### src/rtl/fft_seq_pkg.sv
// ---------------------------------------------------------------------------
// fft_seq_pkg
// Shared definitions for the radix-2 DIT FFT stage sequencer:
//   - seq_state_e : FSM state encoding (IDLE, RUN, DRAIN, DONE)
//   - N_LOG2_MIN  : smallest accepted transform size as log2(N)
//   - N_LOG2_MAX  : largest transform size the architecture supports
//   - n_log2_ok() : range check applied when a start request is accepted
// ---------------------------------------------------------------------------
package fft_seq_pkg;

    typedef enum logic [1:0] {
        ST_IDLE  = 2'd0,
        ST_RUN   = 2'd1,
        ST_DRAIN = 2'd2,
        ST_DONE  = 2'd3
    } seq_state_e;

    localparam logic [3:0] N_LOG2_MIN = 4'd2;
    localparam logic [3:0] N_LOG2_MAX = 4'd10;

    // True when n lies in [N_LOG2_MIN, min(limit, N_LOG2_MAX)].
    function automatic logic n_log2_ok(input logic [3:0] n, input logic [3:0] limit);
        return (n >= N_LOG2_MIN) && (n <= limit) && (n <= N_LOG2_MAX);
    endfunction

endpackage

### src/rtl/fft_seq_delay.sv
// ---------------------------------------------------------------------------
// fft_seq_delay
// Fixed-depth shift register that carries {valid, addr_a, addr_b} from the
// butterfly read side to the write-back side. DEPTH equals the butterfly
// pipeline latency, so an entry appears at dout exactly DEPTH enabled edges
// after it was presented at din.
// Ports:
//   clk  : clock, rising edge
//   rst  : synchronous active-low reset, clears every stage
//   en   : shift enable; when low the whole line holds
//   din  : entry entering the line
//   dout : entry leaving the line (registered)
// ---------------------------------------------------------------------------
module fft_seq_delay #(
    parameter int DEPTH = 2,
    parameter int WIDTH = 7
) (
    input  logic             clk,
    input  logic             rst,
    input  logic             en,
    input  logic [WIDTH-1:0] din,
    output logic [WIDTH-1:0] dout
);

    logic [WIDTH-1:0] pipe_q [DEPTH];
    logic [WIDTH-1:0] pipe_d [DEPTH];

    // Next contents of the line: shift by one when enabled, otherwise hold.
    always_comb begin
        for (int i = 0; i < DEPTH; i++) begin
            pipe_d[i] = pipe_q[i];
        end
        if (en) begin
            pipe_d[0] = din;
            for (int i = 1; i < DEPTH; i++) begin
                pipe_d[i] = pipe_q[i-1];
            end
        end else begin
            pipe_d[0] = pipe_q[0];
        end
    end

    // Line storage with synchronous clear.
    always_ff @(posedge clk) begin
        if (!rst) begin
            for (int i = 0; i < DEPTH; i++) begin
                pipe_q[i] <= {WIDTH{1'b0}};
            end
        end else begin
            for (int i = 0; i < DEPTH; i++) begin
                pipe_q[i] <= pipe_d[i];
            end
        end
    end

    assign dout = pipe_q[DEPTH-1];

endmodule

### src/rtl/fft_stage_sequencer.sv
// ---------------------------------------------------------------------------
// fft_stage_sequencer
// Address sequencer for an in-place, ping-pong-banked radix-2 DIT FFT.
// For each stage s it issues N/2 butterflies (one per cycle), then drains the
// butterfly pipeline for BF_LATENCY cycles so the last write of a stage lands
// before the first read of the next. Write-back addresses are the read
// addresses delayed by BF_LATENCY through fft_seq_delay.
//
// Optional feature (macro FFT_SEQ_STALL_EN): adds input 'stall'. While stall
// is high the FSM, counters and delay line hold and bf_valid / wr_en / done
// are forced low; every stalled cycle lengthens the run by one cycle.
//
// Ports:
//   clk         : sole clock, rising edge
//   rst         : synchronous active-low reset
//   start       : one-cycle start request, honoured only in IDLE
//   n_log2      : log2(N), sampled with start
//   stall       : (FFT_SEQ_STALL_EN only) freeze request
//   rd_addr_a/b : butterfly operand read addresses
//   tw_addr     : twiddle ROM index
//   bf_valid    : read/twiddle addresses valid this cycle
//   wr_addr_a/b : write-back addresses (read addresses delayed)
//   wr_en       : write-back strobe (bf_valid delayed)
//   rd_bank     : bank read in the current stage; write bank is ~rd_bank
//   result_bank : bank holding the final result after done
//   stage       : current stage index
//   busy        : high from start acceptance until done
//   done        : one-cycle completion pulse
//   error       : sticky flag for a rejected n_log2
// ---------------------------------------------------------------------------
module fft_stage_sequencer
    import fft_seq_pkg::*;
#(
    parameter int MAX_N      = 8,
    parameter int ADDR_WIDTH = 3,
    parameter int BF_LATENCY = 2
) (
    input  logic                  clk,
    input  logic                  rst,
    input  logic                  start,
    input  logic [3:0]            n_log2,
`ifdef FFT_SEQ_STALL_EN
    input  logic                  stall,
`endif
    output logic [ADDR_WIDTH-1:0] rd_addr_a,
    output logic [ADDR_WIDTH-1:0] rd_addr_b,
    output logic [ADDR_WIDTH-2:0] tw_addr,
    output logic                  bf_valid,
    output logic [ADDR_WIDTH-1:0] wr_addr_a,
    output logic [ADDR_WIDTH-1:0] wr_addr_b,
    output logic                  wr_en,
    output logic                  rd_bank,
    output logic                  result_bank,
    output logic [3:0]            stage,
    output logic                  busy,
    output logic                  done,
    output logic                  error
);

    localparam int         AW     = ADDR_WIDTH;
    localparam int         KW     = ADDR_WIDTH - 1;
    localparam int         DLY_W  = 1 + 2 * ADDR_WIDTH;
    localparam logic [3:0] L_MAX  = 4'($clog2(MAX_N));
    localparam logic [1:0] D_LAST = 2'(BF_LATENCY - 1);

    // Control state
    seq_state_e     state_q, state_d;
    logic [3:0]     s_q, s_d;
    logic [KW-1:0]  k_q, k_d;
    logic [3:0]     l_q, l_d;
    logic [1:0]     d_q, d_d;
    logic           error_q, error_d;
    logic           result_bank_q, result_bank_d;

    // Registered outputs
    logic           bf_valid_q, bf_valid_d;
    logic [AW-1:0]  rd_addr_a_q, rd_addr_a_d;
    logic [AW-1:0]  rd_addr_b_q, rd_addr_b_d;
    logic [KW-1:0]  tw_addr_q, tw_addr_d;
    logic           rd_bank_q, rd_bank_d;
    logic [3:0]     stage_q, stage_d;
    logic           busy_q, busy_d;
    logic           done_q, done_d;

    // Combinational helpers
    logic           hold;
    logic [KW-1:0]  last_k;
    logic [AW-1:0]  k_ext;
    logic [AW-1:0]  half;
    logic [AW-1:0]  mask;
    logic [AW-1:0]  addr_a;
    logic [DLY_W-1:0] dly_in;
    logic [DLY_W-1:0] dly_out;

`ifdef FFT_SEQ_STALL_EN
    assign hold = stall;
`else
    assign hold = 1'b0;
`endif

    // Index of the final butterfly of a stage: N/2 - 1 for the latched size.
    assign last_k = KW'((AW'(1) << (l_q - 4'd1)) - AW'(1));

    // FSM and counter next-state; everything holds while frozen.
    always_comb begin
        state_d       = state_q;
        s_d           = s_q;
        k_d           = k_q;
        l_d           = l_q;
        d_d           = d_q;
        error_d       = error_q;
        result_bank_d = result_bank_q;
        if (hold) begin
            state_d = state_q;
        end else begin
            case (state_q)
                ST_IDLE: begin
                    if (start) begin
                        if (n_log2_ok(n_log2, L_MAX)) begin
                            state_d       = ST_RUN;
                            s_d           = 4'd0;
                            k_d           = {KW{1'b0}};
                            l_d           = n_log2;
                            error_d       = 1'b0;
                            // Input sits in bank 1 and banks swap each stage.
                            result_bank_d = ~n_log2[0];
                        end else begin
                            error_d = 1'b1;
                        end
                    end else begin
                        state_d = ST_IDLE;
                    end
                end
                ST_RUN: begin
                    if (k_q == last_k) begin
                        state_d = ST_DRAIN;
                        d_d     = 2'd0;
                    end else begin
                        k_d = k_q + KW'(1);
                    end
                end
                ST_DRAIN: begin
                    if (d_q == D_LAST) begin
                        if (s_q == (l_q - 4'd1)) begin
                            state_d = ST_DONE;
                        end else begin
                            state_d = ST_RUN;
                            s_d     = s_q + 4'd1;
                            k_d     = {KW{1'b0}};
                        end
                    end else begin
                        d_d = d_q + 2'd1;
                    end
                end
                ST_DONE: begin
                    state_d = ST_IDLE;
                end
                default: begin
                    state_d = ST_IDLE;
                end
            endcase
        end
    end

    // Radix-2 DIT addressing for the butterfly selected by the next state:
    // a inserts a zero at bit s of k, b sets that bit, and the twiddle index
    // is the low s bits of k scaled to the N/2-entry ROM.
    always_comb begin
        k_ext  = {1'b0, k_d};
        half   = AW'(1) << s_d;
        mask   = half - AW'(1);
        addr_a = ((k_ext >> s_d) << (s_d + 4'd1)) | (k_ext & mask);

        busy_d     = (state_d == ST_RUN) || (state_d == ST_DRAIN);
        bf_valid_d = (state_d == ST_RUN);
        done_d     = (state_d == ST_DONE);

        if (bf_valid_d) begin
            rd_addr_a_d = addr_a;
            rd_addr_b_d = addr_a + half;
            tw_addr_d   = KW'((k_ext & mask) << (l_d - 4'd1 - s_d));
        end else begin
            rd_addr_a_d = {AW{1'b0}};
            rd_addr_b_d = {AW{1'b0}};
            tw_addr_d   = {KW{1'b0}};
        end

        if (busy_d) begin
            stage_d   = s_d;
            rd_bank_d = ~s_d[0];
        end else begin
            stage_d   = 4'd0;
            rd_bank_d = 1'b0;
        end
    end

    // State, counters and registered outputs.
    always_ff @(posedge clk) begin
        if (!rst) begin
            state_q       <= ST_IDLE;
            s_q           <= 4'd0;
            k_q           <= {KW{1'b0}};
            l_q           <= 4'd0;
            d_q           <= 2'd0;
            error_q       <= 1'b0;
            result_bank_q <= 1'b0;
            bf_valid_q    <= 1'b0;
            rd_addr_a_q   <= {AW{1'b0}};
            rd_addr_b_q   <= {AW{1'b0}};
            tw_addr_q     <= {KW{1'b0}};
            rd_bank_q     <= 1'b0;
            stage_q       <= 4'd0;
            busy_q        <= 1'b0;
            done_q        <= 1'b0;
        end else begin
            state_q       <= state_d;
            s_q           <= s_d;
            k_q           <= k_d;
            l_q           <= l_d;
            d_q           <= d_d;
            error_q       <= error_d;
            result_bank_q <= result_bank_d;
            bf_valid_q    <= bf_valid_d;
            rd_addr_a_q   <= rd_addr_a_d;
            rd_addr_b_q   <= rd_addr_b_d;
            tw_addr_q     <= tw_addr_d;
            rd_bank_q     <= rd_bank_d;
            stage_q       <= stage_d;
            busy_q        <= busy_d;
            done_q        <= done_d;
        end
    end

    // Write-back path: issued butterflies re-emerge BF_LATENCY edges later.
    assign dly_in = {bf_valid_q, rd_addr_a_q, rd_addr_b_q};

    fft_seq_delay #(
        .DEPTH (BF_LATENCY),
        .WIDTH (DLY_W)
    ) u_delay (
        .clk  (clk),
        .rst  (rst),
        .en   (~hold),
        .din  (dly_in),
        .dout (dly_out)
    );

    // Strobes are masked while frozen; the held entry is emitted once the
    // freeze lifts, so nothing is lost or duplicated.
    assign bf_valid    = bf_valid_q & ~hold;
    assign wr_en       = dly_out[DLY_W-1] & ~hold;
    assign done        = done_q & ~hold;
    assign wr_addr_a   = dly_out[2*AW-1:AW];
    assign wr_addr_b   = dly_out[AW-1:0];
    assign rd_addr_a   = rd_addr_a_q;
    assign rd_addr_b   = rd_addr_b_q;
    assign tw_addr     = tw_addr_q;
    assign rd_bank     = rd_bank_q;
    assign result_bank = result_bank_q;
    assign stage       = stage_q;
    assign busy        = busy_q;
    assign error       = error_q;

endmodule

### config.mk
export PLATFORM = sky130hd
export DESIGN_NAME = fft_stage_sequencer
export DESIGN_NICKNAME = d
export VERILOG_FILES = /design/src/rtl/fft_seq_pkg.sv /design/src/rtl/fft_seq_delay.sv /design/src/rtl/fft_stage_sequencer.sv
export SDC_FILE = /design/constraint.sdc
export NUM_CORES = 1
export LEC_CHECK = 0
export BUFFER_PORTS_ARGS = -buffer_cell sky130_fd_sc_hd__buf_2
export CAP_MARGIN = 30
export CORE_ASPECT_RATIO = 0.5
export CORE_MARGIN = 2
export CORE_UTILIZATION = 60
export CTS_CLUSTER_DIAMETER = 60
export DETAILED_ROUTE_END_ITERATION = 6
export HOLD_SLACK_MARGIN = 0.02
export PLACE_DENSITY = 0.88
export SYNTH_ARGS = -nofsm -noshare
export SYNTH_HDL_FRONTEND = slang
export SYNTH_SLANG_ARGS = --single-unit
### constraint.sdc
create_clock -name clk -period 9.3 [get_ports clk]
set_clock_uncertainty 0.15 [all_clocks]
set_input_delay 0.93 -clock clk [delete_from_list [all_inputs] [get_ports clk]]
set_output_delay 0.93 -clock clk [all_outputs]
set_load 0.05 [all_outputs]
## After elaboration in Yosys (flattened, before gate mapping)

Memories as Yosys holds them, arrays and structs flattened.
Index checks and enable logic that the tools add are counted.

| storage, ports and cells | value |
|---|---|
| register bits | 32 |
| bits in latches | 0 |
| memory bits (writable) | 14 |
| memory bits (read-only) | 0 |
| input bits | 7 |
| output and inout bits | 25 |
| word-level logic and storage cells | 89 |
| memories | 1 |

Memory list:

| name | words | bits a word | rd ports | clocked after Yosys merged registers in | wr ports | RTL line | source |
|---|---|---|---|---|---|---|---|
| u_delay.pipe_q | 2 | 7 | 2 | 0 | 2 | fft_seq_delay.sv:25 | `logic [WIDTH-1:0] pipe_q [DEPTH];` |

| operators by class | value |
|---|---|
| $add $sub $neg | 10 |
| multiply operators | 0 |
| divide/modulo/power cells | 0 |
| magnitude comparators | 3 |
| equality and inequality tests | 11 |
| shifts and indexed selects | 5 |
| multiplexer cells | 28 |
| bitwise gates (word level) | 6 |
| reductions and logical operators | 10 |

Operators with widths:

| operator | number |
|---|---|
| two-way mux 4 bit | 7 |
| two-way mux 2 bit | 12 |
| two-way mux 7 bit | 2 |
| adder 4 x 1 -> 4 bit (second input constant) | 2 |
| == test 2 bit (second input constant) | 4 |
| case mux 2 bit (4 select lines) | 1 |
| case mux 4 bit (2 select lines) | 1 |
| subtractor 4 x 1 -> 4 bit (second input constant) | 2 |
| == test 2 x 1 -> 1 bit (second input constant) | 3 |
| case mux 2 bit (3 select lines) | 1 |
| AND reduction 2 bit | 3 |
| AND reduction 3 bit | 2 |
| adder 2 x 1 -> 2 bit (second input constant) | 2 |
| == test 4 bit | 1 |
| >= comparator 4 x 2 -> 1 bit (second input constant) | 1 |
| <= comparator 4 x 2 -> 1 bit (second input constant) | 1 |
| <= comparator 4 bit (second input constant) | 1 |
| != test 2 bit (second input constant) | 2 |
| case mux 2 bit (2 select lines) | 1 |
| << shifter 1 x 4 -> 2 bit (first input constant) | 1 |
| << shifter 1 x 4 -> 3 bit (first input constant) | 1 |
| << shifter 3 x 4 -> 2 bit | 1 |
| << shifter 3 x 4 -> 3 bit | 1 |
| >> shifter 2 x 4 -> 3 bit | 1 |
| other kinds (14) | 19 |

## Depth between registers and ports, before layout

Gate-level depths: netlist of run 1.

| logic depth | value |
|---|---|
| word-level depth | 11 |
| gate-level depth with buffers | 18 |
| mapped depth without buffers | 18 |

## Modules after synthesis

Synthesis of run 1 repeated with hierarchy kept, for this count alone.

| second synthesis, totals | value |
|---|---|
| cell total of the unflattened synthesis | 253 |
| area, all modules | 2,379.8 µm² |

Modules (own cells, without submodules):

| module | times used | cells each | area an instance (µm²) | seq. area each (µm²) |
|---|---|---|---|---|
| fft_stage_sequencer | 1 | 201 | 1,784.2 | 640.6 |
| fft_seq_delay | 1 | 52 | 595.6 | 280.3 |

## Worst setup path after synthesis of run 1

OpenSTA, ideal clock, no wires.

| path | value |
|---|---|
| path kind | input port to flip-flop |
| from | input port n_log2[3] |
| to | register rd_addr_b_q[2], in the netlist rd_addr_b[2] |
| library setup time | 0.121 ns |
| arrival | 3.958 ns |
| data required time | 9.029 ns |
| setup slack | 5.071 ns |
| cell stages on the path | 16 |
| path buffers | 0 |
| cell sequence | and4bb_2 -> nand2_2 -> and2_1 -> mux2i_4 -> inv_1 -> ha_1 -> a21bo_2 -> nor3_1 -> a2111oi_0 -> nand2_1 -> nor3_1 -> a31oi_1 -> fa_1 -> xnor2_2 -> nand3_1 -> nor3b_2 |

| between the ends | value |
|---|---|
| cells in the longest elaborated chain, start to end | 11 |
| elaborated cells on any way between the ends | 24 |
| those cells by class | add/sub: 3; order compare: 3; eq/ne: 1; shift: 3; mux: 9; bitwise: 2; reduce/logical: 3 |

Ends and longest elaborated chain:

| what | RTL line | source |
|---|---|---|
| start: declaration | fft_stage_sequencer.sv:41 | `input logic [3:0] n_log2,` |
| >= comparator 4 x 2 -> 1 bit / <= comparator 4 x 2 -> 1 bit (equally long branches) | fft_seq_pkg.sv:23 | `return (n >= N_LOG2_MIN) && (n <= limit) && (n <= N_LOG2_MAX);` |
| logical AND 1 bit | fft_seq_pkg.sv:23 |  |
| logical AND 1 bit (*) | fft_seq_pkg.sv:23 |  |
| two-way mux 4 bit (*) | fft_stage_sequencer.sv:119 | `if (n_log2_ok(n_log2, L_MAX)) begin` |
| two-way mux 4 bit (*) | fft_stage_sequencer.sv:118 | `if (start) begin` |
| case mux 4 bit (2 select lines) (*) | fft_stage_sequencer.sv:116 | `case (state_q)` |
| via s_d[1] | fft_stage_sequencer.sv:68 | `logic [3:0] s_q, s_d;` |
| parallel branches: the longest is 4 deep, another holds adder 4 x 1 -> 4 bit | n/a |  |
| adder 3 bit (*) | fft_stage_sequencer.sv:180 | `rd_addr_b_d = addr_a + half;` |
| end signal: assignment | fft_stage_sequencer.sv:209 | `rd_addr_b_q <= {AW{1'b0}};` |
| end signal: assignment | fft_stage_sequencer.sv:225 | `rd_addr_b_q <= rd_addr_b_d;` |
| end: declaration | fft_stage_sequencer.sv:78 | `logic [AW-1:0] rd_addr_b_q, rd_addr_b_d;` |

Mark *: on every way through the listed nets, which the timed path passes.
A chain may end at the register's enable or synchronous reset.

## Worst setup path in the final report of run 1

| path | value |
|---|---|
| from | register l_q[0] |
| to | register rd_addr_b_q[2], in the netlist rd_addr_b[2] |

| between the ends | value |
|---|---|
| cells in the longest elaborated chain, start to end | 10 |
| elaborated cells on any way between the ends | 26 |
| those cells by class | add/sub: 5; eq/ne: 3; shift: 4; mux: 11; bitwise: 2; reduce/logical: 1 |

Ends and longest elaborated chain:

| what | RTL line | source |
|---|---|---|
| start: declaration | fft_stage_sequencer.sv:70 | `logic [3:0] l_q, l_d;` |
| start signal: assignment | fft_stage_sequencer.sv:219 | `l_q <= l_d;` |
| subtractor 4 x 1 -> 4 bit (*) | fft_stage_sequencer.sv:144 | `if (s_q == (l_q - 4'd1)) begin` |
| == test 4 bit (*) | fft_stage_sequencer.sv:144 |  |
| two-way mux 4 bit (*) | fft_stage_sequencer.sv:144 |  |
| two-way mux 4 bit (*) | fft_stage_sequencer.sv:143 | `if (d_q == D_LAST) begin` |
| case mux 4 bit (2 select lines) (*) | fft_stage_sequencer.sv:116 |  |
| via s_d[1] | fft_stage_sequencer.sv:68 |  |
| parallel branches: the longest is 4 deep, another holds adder 4 x 1 -> 4 bit | n/a |  |
| adder 3 bit (*) | fft_stage_sequencer.sv:180 |  |

Marks and branches as above.

==> metrics list, run 1 <==
- Result of the run: complete, no violations
* HPWL after detailed placement: 3350 um
- The slowest stage of the critical path belongs to the cell dfxtp_1.
- Horiz. Die Dim: 91.9 um
- Crit end category: register
* Final worst-path cycle share: 0.500
- The endpoint identified for the worst register-to-register timing path is rd_addr_b[2].
* Pin count of the biggest net entering global routing: 35
- Per-instance average area after synthesis: 9.66 um2
- Util after Layout: 0.710
- The clock passes through at most 2 buffers.
* Peak supply drop: 0.0721 mV
- For this run, the register share of the synthesized area comes to 0.397.
* Final Hold Viols: 0
* Setup crit end: rd_addr_b[2]
- I/O pin total: 32
* Post-Route Setup TNS: 0 ps
- In this run, synthesis produced a sequential element count of 46.
- Routed vias/inst: 5.52
* Delay contributed by the slowest stage of the critical path: 460 ps
* Number of antenna repair diodes: 0
* 1st-iter DRT viols: 105
- The initial antenna violation count is 0.
* CP arrival: 4680 ps
- After filler insertion, the fill cell instance count of the layout stands at 272.
- When the netlist entered floorplanning its net count stood at 259.
- Timing-limited maximum frequency: 215 MHz
- Share of synthesized flip-flops with an asynchronous set or reset: 0
- Commonest register cell after synthesis: dfxtp_1
- Total power draw: 0.000341 W
- Synthesis instantiated 62 different standard cells from the library.
* Drt total wl: 4430 um
- Total setup violations reported at the end of the flow: 0
* CTS resizes: 0
- Clock tree from TritonCTS: yes
* Initial standard-cell utilization of the core: 0.650
- The first global-routing pass estimated 6980 um of wire.
- Standard-cell row count: 15
* Fraction of layout instances using a drive strength above 1: 0.228
* Total DRC errors in the routed layout: 0
* Clock slew seen by the registers of the worst setup and hold paths: 80 ps
* EDFF count, synth: 0
- The worst register-to-register path begins at l_q[0].
- Count of clock tree sinks: 46
- Data required time at the worst endpoint: 9330 ps
- CP Class: reg2reg
- CTS Root Buffer Type: clkbuf_8
* GRT Total Usage: 0.213
- Core Area: 0.00357 mm2
* Setup bufs post-CTS: 0
* Leakage power of the design: 1.12 nW
- Port buffer count: 31
- Setup repair after global routing missed its margin: no
- The detail route stage leaves a number of antenna-violating nets equal to 0.
- The first detailed-routing pass ran for 4 iterations.
* Total number of nets in the final design: 285
- Power density over the cells: 135 mW/mm2
* Number of buffers created by CTS: 5
- Post-synthesis instance area: 0.00232 mm2
- Summing all flip-flop and latch instances after layout gives 921 um2.
- Summing all multi-input logic gate instances after layout gives 0.00126 mm2.
- The die covers 0.00441 mm2.
- Of all nets on the critical path, the largest fanout is 8.
- Path depth of the worst reg2reg path: 18
- Final count of pins violating max slew: 0
- For the worst-skew pair, the clock arrives at the later sink with an insertion delay of 290 ps.
* Number of warnings issued by yosys: 0
- For flop-to-flop paths, the worst setup slack is 4650 ps.
- The critical path starts at l_q[0].
- Relative to the synthesized area, the layout overhead comes to 9.29%.
- Synthesis handed over a netlist of 240 instances.
* Critical Path Start Type: register
- Ordered list of cells on the worst path: inv_1 -> ha_1 -> xor2_1 -> and3_4 -> a21o_4 -> mux2i_4 -> inv_1 -> ha_1 -> a21bo_2 -> nor3_1 -> a2111oi_0 -> nand2_1 -> nor3_1 -> a31oi_1 -> fa_1 -> xnor2_2 -> nand3_1 -> nor3b_2
* Final weighted congestion of routability-driven global placement: 0.839
- Buffers inserted to repair hold after CTS numbered 0.
- The final route contains 1,755 vias.
- Summed over all layers, the global routing overflow is 0.
- Along the worst hold path, the cell count comes to 1.
* Detail-routed net length per standard cell: 13.9 um
* Vias in the first global route: 1,618
* Final worst path period need: 4650 ps
- Class of the tightest hold or removal check: reg2reg
- Transition time at the pin with the least slew margin: 493 ps
* Relative slew margins: 0.669
- Worst min-delay path startpoint: u_delay.pipe_q[0][5]
- Number of max-cap violations: 0
- Measured along the y axis, the die boundary spans 47.9 um.
- The clock tree synthesis step divided the H-tree into 2 levels.
flip-flops by register name (all words and copies together) (netlist names), 2 cells and up:
register and count:
u_delay.pipe_q 14, stage 4, s_q 4, rd_addr_a 3
tw_addr 2, l_q 4, state_q 2, d_q 2
rd_addr_b 3, k_q 2
synthesized netlist by cell type (all sizes together) (2+ instances only):
| cell | n | share of area |
|---|---|---|
| xor2 | 5 | 0.019 |
| ha | 10 | 0.054 |
| o21ai | 4 | 0.0086 |
| inv | 11 | 0.019 |
| nor2 | 21 | 0.034 |
| mux2i | 3 | 0.024 |
| a21o | 3 | 0.013 |
| xnor2 | 6 | 0.026 |
| o21bai | 2 | 0.0065 |
| a31oi | 4 | 0.011 |
| nand3 | 2 | 0.0043 |
| a311oi | 3 | 0.019 |
| nand3b | 2 | 0.0065 |
| a21oi | 9 | 0.021 |
| nand2 | 20 | 0.033 |
| clkbuf | 3 | 0.0049 |
| nand2b | 4 | 0.011 |
| and4b | 2 | 0.0092 |
| o31a | 2 | 0.0081 |
| fa | 2 | 0.017 |
| and3 | 6 | 0.019 |
| buf | 9 | 0.034 |
| nor3 | 7 | 0.017 |
| nor4 | 2 | 0.0054 |
| dfxtp | 46 | 0.40 |
| and2b | 2 | 0.0070 |
| nor2b | 8 | 0.025 |
| and2 | 23 | 0.063 |
| a211oi | 3 | 0.015 |
critical path, delay by kind of cell (launching register included):
| kind | cells | cell delay [ps] |
|---|---|---|
| adders and majority gates | 3 | 1090 |
| AOI/OAI and AO/OA | 4 | 980 |
| and+or+nand+nor | 6 | 820 |
| xor gates and xnor gates | 2 | 500 |
| DFF | 1 | 460 |
| muxes | 1 | 340 |
| buffers and inverters | 2 | 210 |
where the power goes:
part / switching, W / internal, W
clock network: 0.0000625 / 0.0000530
logic: 0.0000167 / 0.00000868
registers: 0.00000153 / 0.000199
total: 0.0000807 / 0.000261
worst min-delay path by stage:
stage,endpoint,slack (ps)
after floorplan,u_delay.pipe_q[0][10],260
after global placement,u_delay.pipe_q[0][12],260
after detailed placement,u_delay.pipe_q[0][12],270
after CTS,u_delay.pipe_q[0][12],290
after global routing,u_delay.pipe_q[0][10],300
final,u_delay.pipe_q[0][12],290
through the flow:
stage               hold slack, ps  cells  setup slack, ps  cell area, um2
global placement               263    310             4790            2450
detailed placement             274    310             4650            2450
global route                   303    318             4330            2530
floorplan                      262    240             5070            2320
finish                         289    318             4650            2530
CTS                            294    318             4680            2530
per-layer routing:
layer,vias up,global-route usage,share of wire
met5,-,0,0
li1,867,-,-
met4,0,0.0955,0.017
met3,8,0.0677,0.080
met1,810,0.244,0.44
met2,70,0.387,0.46
layout by cell type, fill, tap and decap left out, types with 2 or more instances in the layout:
cell	n
and3_2	2
clkbuf_8	5
a21o_1	2
mux2i_4	2
and3_1	3
a31oi_1	4
and2_1	22
nor2_1	21
xnor2_1	5
o21ai_0	4
nor2b_1	7
nand2_1	19
a211oi_1	2
o21bai_1	2
a311oi_1	2
xor2_1	5
fa_1	2
ha_1	10
dfxtp_1	46
nand2b_1	4
nand3b_1	2
nor3_1	6
buf_2	31
nand3_1	2
nor4_1	2
inv_1	10
a21oi_1	8
area by class of cell:
| class | count | share of cell area |
|---|---|---|
| Tap cell | 51 | 0.0252 |
| Multi-Input combinational cell | 171 | 0.499 |
| Timing Repair Buffer | 31 | 0.0613 |
| Clock inverter | 2 | 0.00543 |
| Inverter | 11 | 0.0173 |
| Sequential cell | 46 | 0.364 |
| Clock buffer | 6 | 0.0287 |
kinds of logic after synthesis:
logic type      count (synthesis)  synth area share
compound gates                 37             0.129
flops                          46             0.397
xor+xnor                       12            0.0545
fa+ha+maj                      12            0.0713
mux                             3            0.0238
simple gates                  107             0.266
buf+inv                        23            0.0578
(Power assumes the default switching activity.)
==> run 2: changes to the inputs <==
CORE_UTILIZATION = 57   (was 60)
PLACE_DENSITY = 0.84   (was 0.88)
clock period = 4.45 ns   (was 9.3 ns; I/O delays follow)
==> run 2 against run 1 <==
Flip-flop and latch count unchanged. Cell area up 3.7%. Worst setup slack worse by 4300 ps. Global-route usage down 0.24 points. Critical path type unchanged.
==> metrics list, run 2 (synthesis gave the netlist of run 1 again) <==
- The number of flip-flops under the largest register name was 14 (unchanged).
- The count of input and output buffers was 31 (unchanged).
* Leakage power of the design: 1.15 nW (was 1.12 nW)
- The total CTS buffers is 5 (unchanged).
* Class of the tightest hold or removal check: in2reg (was reg2reg)
- The transition time of the tightest slew-check pin is 461 ps (was 493 ps).
- Post-Route Setup TNS: 0 ps (unchanged)
- The full die area is 0.00462 mm2 (was 0.00441 mm2).
- The number of inserted diodes is 0 (unchanged).
* Critical Path Start Type: register (unchanged)
- CP arrival: 4140 ps (was 4680 ps)
- The height of the die was 49.1 um (was 47.9 um).
- The critical path class is reg2reg (unchanged).
- Setup repair after global routing missed its margin: no (unchanged).
- Number of max-cap violations: 0 (unchanged)
- The kind of capture point of the worst setup path is a register (unchanged).
- Clock tree from TritonCTS: yes (unchanged)
- The power per unit of standard cell area was 299 mW/mm2 (was 135 mW/mm2).
- The cell row count was 16 (was 15).
* Total setup violations reported at the end of the flow: 0 (unchanged)
- Highest-count cells in the layout ignoring fill and taps: dfxtp_1, buf_2, and2_1 (unchanged)
- The maximum achievable frequency came to 244 MHz (was 215 MHz).
* CTS Root Buffer Type: clkbuf_8 (unchanged)
- The first-pass detailed-route iteration total is 4 (unchanged).
- Routed vias/inst: 5.37 (was 5.52)
- The count of H-tree levels built during CTS was 2 (unchanged).
* Number of buffer and inverter instances along the worst setup path: 2 (unchanged)
- The number of nets at the end of the flow was 290 (was 285).
- The number of buffers inserted by post-CTS setup repair is 0 (unchanged).
- Peak supply drop: 0.142 mV (was 0.0721 mV)
* Maximum net fanout on the critical path: 7 (was 8)
* Final count of pins violating max slew: 0 (unchanged)
- Final worst-path cycle share: 0.919 (was 0.500)
- The die width is 94.2 um (was 91.9 um).
- The post-route non-filler standard cell count came to 326 (was 318).
- Clock slew seen by the registers of the worst setup and hold paths: 90 ps (was 80 ps)
* Most common cell after layout, fill and taps aside: dfxtp_1 (unchanged)
* Final weighted congestion of routability-driven global placement: 0.901 (was 0.839)
- Instance area after placement: 0.00249 mm2 (was 0.00245 mm2)
- Finished Cell Area: 0.00263 mm2 (was 0.00253 mm2)
- Initial antenna violation count: 0 (unchanged)
* Final Hold Viols: 0 (unchanged)
- The quantity of hold-fixing buffers added after cts came to 0 (unchanged).
- Crit path max-delay family: adder cells (unchanged)
- HPWL after detailed placement: 3370 um (was 3350 um)
- CP max stage cell: fa_1 (was dfxtp_1)
- Result of the run: complete, no violations (unchanged)
- I/O pin total: 32 (unchanged)
- The number of global-route vias before repair came to 1,666 (was 1,618).
* Worst-skew pair later-pin latency: 300 ps (was 290 ps)
* Ordered list of cells on the worst path: inv_1 -> ha_4 -> xor2_2 -> and3_4 -> a21o_4 -> mux2i_4 -> inv_1 -> ha_1 -> a21bo_2 -> nor3_1 -> a2111oi_2 -> nand2_1 -> nor3_1 -> a31oi_1 -> fa_1 -> xnor2_2 -> nand3_1 -> nor3b_2 (was inv_1 -> ha_1 -> xor2_1 -> and3_4 -> a21o_4 -> mux2i_4 -> inv_1 -> ha_1 -> a21bo_2 -> nor3_1 -> a2111oi_0 -> nand2_1 -> nor3_1 -> a31oi_1 -> fa_1 -> xnor2_2 -> nand3_1 -> nor3b_2)
- Overall overflow remaining after global route: 0 (unchanged)
- Area growth, synth to finish: 13.3% (was 9.29%)
- Total DRC errors in the routed layout: 0 (unchanged)
* Detail-routed net length per standard cell: 13.9 um (about the same)
- The delay of the slowest cell on the worst path is 460 ps (about the same).
- Placed cell count: 318 (was 310)
* Count of clock tree sinks: 46 (unchanged)
- Initial standard-cell utilization of the core: 0.594 (was 0.650)
* Largest register by flop count: u_delay.pipe_q (unchanged)
- Final worst path period need: 4090 ps (was 4650 ps)
- The relative max-transition margin was 0.690 (was 0.669).
- The total global-route track usage is 0.210 (was 0.213).
- Drt total wl: 4530 um (was 4430 um)
- Global-route wire length before repair: 7460 um (was 6980 um)
- Clk buf depth: 2 (unchanged)
* Fraction of layout instances using a drive strength above 1: 0.257 (was 0.228)
- Data required time at the worst endpoint: 4500 ps (was 9330 ps)
* Core Area: 0.00390 mm2 (was 0.00357 mm2)
- Vias after detailed routing: 1,752 (was 1,755)
- The maximum number of pins on one net before global-route repair is 35 (unchanged).
* Remaining antenna violation count: 0 (unchanged)
- The number of design-rule violations left by the first detailed-router iteration was 83 (was 105).
- The post-route total power was 0.000785 W (was 0.000341 W).
run 2: timing repair:
action,4_1_cts,5_1_grt
hold endpoints to repair,0,0
gates resized for setup,0,5
setup endpoints to repair,0,1
run 2: final cells by class:
class / instances / area (um2)
repair buffers: 36 / 193
clock inverters: 2 / 37.5
fillers: 317 / 1280
multi-input cells: 171 / 1290
clock buffers: 6 / 72.6
well taps: 54 / 67.6
flip-flops and latches: 46 / 922
inverters: 11 / 43.8
run 2: metrics by stage:
stage | hold WS, ps | worst slack, ps | utilization
4_1_cts | 171 | 82.1 | 0.665
6_report | 178 | 360 | 0.672
3_3_place_gp | 263 | 220 | 0.637
3_5_place_dp | 276 | 91.8 | 0.637
5_1_grt | 179 | 32.8 | 0.672
2_1_floorplan | 262 | 276 | -
run 2: final timing paths:
| check | start | end | slack [ps] | cells after the start |
|---|---|---|---|---|
| min | n_log2[0] | result_bank | 180 | 2 |
| max | l_q[0] | rd_addr_b[2] | 360 | 18 |
| min reg2reg | u_delay.pipe_q[0][2] | u_delay.pipe_q[0][9] | 300 | 1 |
| max reg2reg | l_q[0] | rd_addr_b[2] | 360 | 18 |
run 2: report_power, final:
| part | leakage (nW) | switching, W | internal, W |
|---|---|---|---|
| Sequential | 0.372 | 0.00000299 | 0.000416 |
| Combinational | 0.722 | 0.0000350 | 0.0000192 |
| Clock | 0.0514 | 0.000144 | 0.000168 |
| Total | 1.15 | 0.000182 | 0.000603 |
run 2: metal layers:
layer  GRT usage  routed length [um]  up-vias
met1       0.248                2060      817
li1            -                   -      880
met5           0                   0        -
met4      0.0773                  89        0
met3      0.0618                 239       11
met2       0.365                2140       44
==> run 3: changes to the inputs <==
==> constraint.sdc (replaced) <==
create_clock -name clk -period 4.45 [get_ports clk]
set_clock_uncertainty 0.15 [all_clocks]
set_input_delay 1.335 -clock clk [delete_from_list [all_inputs] [get_ports clk]]
set_output_delay 1.335 -clock clk [all_outputs]
set_load 0.05 [all_outputs]
==> run 3 against run 2 <==
Fmax down 1.2%. Power down 1.3%. Flip-flop and latch count unchanged. Routed wire length down 3.0%. Worst setup slack worse by 49 ps. Clock power down 3%. Largest cell class unchanged.
==> metrics list, run 3 (synthesis gave the netlist of run 1 again) <==
* Die area: 0.00462 mm2 (unchanged)
* Final std cells w/o fill: 327 (was 326)
* Final worst path period need: 4140 ps (was 4090 ps)
- GRT Total Usage: 0.213 (was 0.210)
* Setup bufs post-CTS: 0 (unchanged)
* Hold Path Stages: 1 (was 2)
* HPWL after detailed placement: 3340 um (was 3370 um)
- Count of clock tree sinks: 46 (unchanged)
- Worst-skew pair later-pin latency: 290 ps (was 300 ps)
- Initial antenna violation count: 0 (unchanged)
- Hold Crit Endpoint: u_delay.pipe_q[0][13] (was result_bank)
- Max reg flops: 14 (unchanged)
* Relative slew margins: 0.612 (was 0.690)
* Timing-limited maximum frequency: 242 MHz (was 244 MHz)
* Data required time at the worst endpoint: 4480 ps (was 4500 ps)
* Final weighted congestion of routability-driven global placement: 0.904 (was 0.901)
- The global-route wire length before repair came to 7660 um (was 7460 um).
- The clock transition at the registers of the reported paths is 80 ps (was 90 ps).
- The overall via count from detail_route is 1,734 (was 1,752).
- The CTS tree is yes (unchanged).
- Leakage power of the design: 1.15 nW (about the same)
- CTS Root Buffer Type: clkbuf_8 (unchanged)
* # H-tree levels: 2 (unchanged)
* Largest register by flop count: u_delay.pipe_q (unchanged)
* Total setup violations reported at the end of the flow: 0 (unchanged)
- The cell area after placement came to 0.00250 mm2 (was 0.00249 mm2).
* Final Hold Viols: 0 (unchanged)
- The critical path class was reg2reg (unchanged).
- Number of antenna repair diodes: 0 (unchanged)
- The maximum root-to-sink buffer count is 2 (unchanged).
- Setup repair after global routing missed its margin: no (unchanged)
* CTS resizes: 0 (unchanged)
- The total CTS buffers is 5 (unchanged).
* Total DRC errors in the routed layout: 0 (unchanged)
- The floorplan core area came to 0.00390 mm2 (unchanged).
- Total number of nets in the final design: 291 (was 290)
- Highest-count cells in the layout ignoring fill and taps: dfxtp_1, buf_2, and2_1 (unchanged).
* I/O pin total: 32 (unchanged)
* Horiz. Die Dim: 94.2 um (unchanged)
* Pin count of the biggest net entering global routing: 35 (unchanged)
- Routed vias/inst: 5.30 (was 5.37)
- The power per unit of standard cell area was 295 mW/mm2 (was 299 mW/mm2).
- The depth of the most critical reg-to-reg path came to 18 (unchanged).
- Worst min-delay path startpoint: u_delay.pipe_q[0][6] (was n_log2[0])
* Overall overflow remaining after global route: 0 (unchanged)
- Transition time at the pin with the least slew margin: 576 ps (was 461 ps)
- The peak supply drop came to 0.176 mV (was 0.142 mV).
- The synthesis-to-finish area growth is 13.3% (unchanged).
- The max-capacitance violation count came to 0 (unchanged).
- Post-Route Setup TNS: 0 ps (unchanged)
* Remaining antenna violation count: 0 (unchanged)
- The leading cell type in the layout, fill and taps excluded is dfxtp_1 (unchanged).
- The count of input and output buffers was 31 (unchanged).
* Fraction of layout instances using a drive strength above 1: 0.264 (was 0.257)
- The setup slack on the worst flop-to-flop path is 310 ps (was 360 ps).
- Crit Reg-Reg Endpoint: rd_addr_b[2] (unchanged)
- Util after Layout: 0.672 (unchanged)
- Result of the run: complete, no violations (unchanged)
- Initial standard-cell utilization of the core: 0.594 (unchanged)
* 1st-iter DRT viols: 81 (was 83)
- Final worst-path cycle share: 0.930 (was 0.919)
- The cell count after placement is 319 (was 318).
- The quantity of hold-fixing buffers added after cts was 0 (unchanged).
- Finished Cell Area: 0.00263 mm2 (unchanged)
- Class of the tightest hold or removal check: reg2reg (was in2reg)
* Detail-routed net length per standard cell: 13.4 um (was 13.9 um)
* Detailed-routing iteration count for the pre-antenna-repair pass: 4 (unchanged)
* Total power draw: 0.000775 W (was 0.000785 W)
- Die height: 49.1 um (unchanged)
- Standard-cell row count: 16 (unchanged)
- Vias in the first global route: 1,717 (was 1,666)
* Critical Path Start Type: register (unchanged)
- The max-slew violation total from the final report came to 0 (unchanged).
- The start of the worst register-to-register path was l_q[0] (unchanged).
* CP arrival: 4170 ps (was 4140 ps)
- Drt total wl: 4400 um (was 4530 um)
- Crit end category: register (unchanged)
- Maximum net fanout on the critical path: 7 (unchanged)
## run 3: cell count changes in the layout (fill, tap and decap cells not counted), sizes merged
cell  delta
buf      +1
## run 3: stage by stage
| step | setup WS [ps] | hold WS [ps] |
|---|---|---|
| global placement | 102 | 264 |
| detailed placement | -79.1 | 272 |
| finish | 310 | 287 |
| CTS | 67.5 | 292 |
| global route | 14.1 | 306 |
| floorplan | 15.2 | 262 |
## run 3: area by class of cell
class                           instances  area (um2)
Fill cell                             324        1280
Tap cell                               54        67.6
Clock buffer                            6        72.6
Timing Repair Buffer                   37         200
Sequential cell                        46         922
Multi-Input combinational cell        171        1280
Inverter                               11        43.8
Clock inverter                          2        37.5
## run 3: how the worst max path moves through the flow
stage	to	slack (ps)	from
after detailed placement	rd_addr_b[2]	-80	n_log2[2]
final	rd_addr_b[2]	310	l_q[0]
after floorplan	rd_addr_b[2]	20	n_log2[2]
after CTS	rd_addr_b[2]	70	l_q[0]
after global placement	rd_addr_b[2]	100	n_log2[2]
after global routing	rd_addr_b[2]	10	l_q[0]
## run 3: power breakdown
part           switching [W]  internal [W]  total (W)
registers         0.00000299      0.000416   0.000419
logic              0.0000346     0.0000188  0.0000534
clock network       0.000135      0.000168   0.000302
## run 3: layer usage
| metal | share of wire | track usage |
|---|---|---|
| met5 | 0 | 0 |
| met4 | 0.0057 | 0.0435 |
| met3 | 0.054 | 0.0696 |
| met2 | 0.48 | 0.363 |
| met1 | 0.46 | 0.267 |
## run 3: critical path, cell delays in order (launching register included)
cell and delay [ps]:
dfxtp_2 410, inv_1 100, ha_1 270, xnor3_1 410, and3_4 190, a21o_4 250
mux2i_4 190, inv_1 60, ha_2 160, buf_4 140, nor2_1 60, a2111oi_2 370
nand2_1 120, nor3_1 140, a31oi_1 160, fa_2 410, xnor2_2 180, nand3_1 90
nor3b_2 160
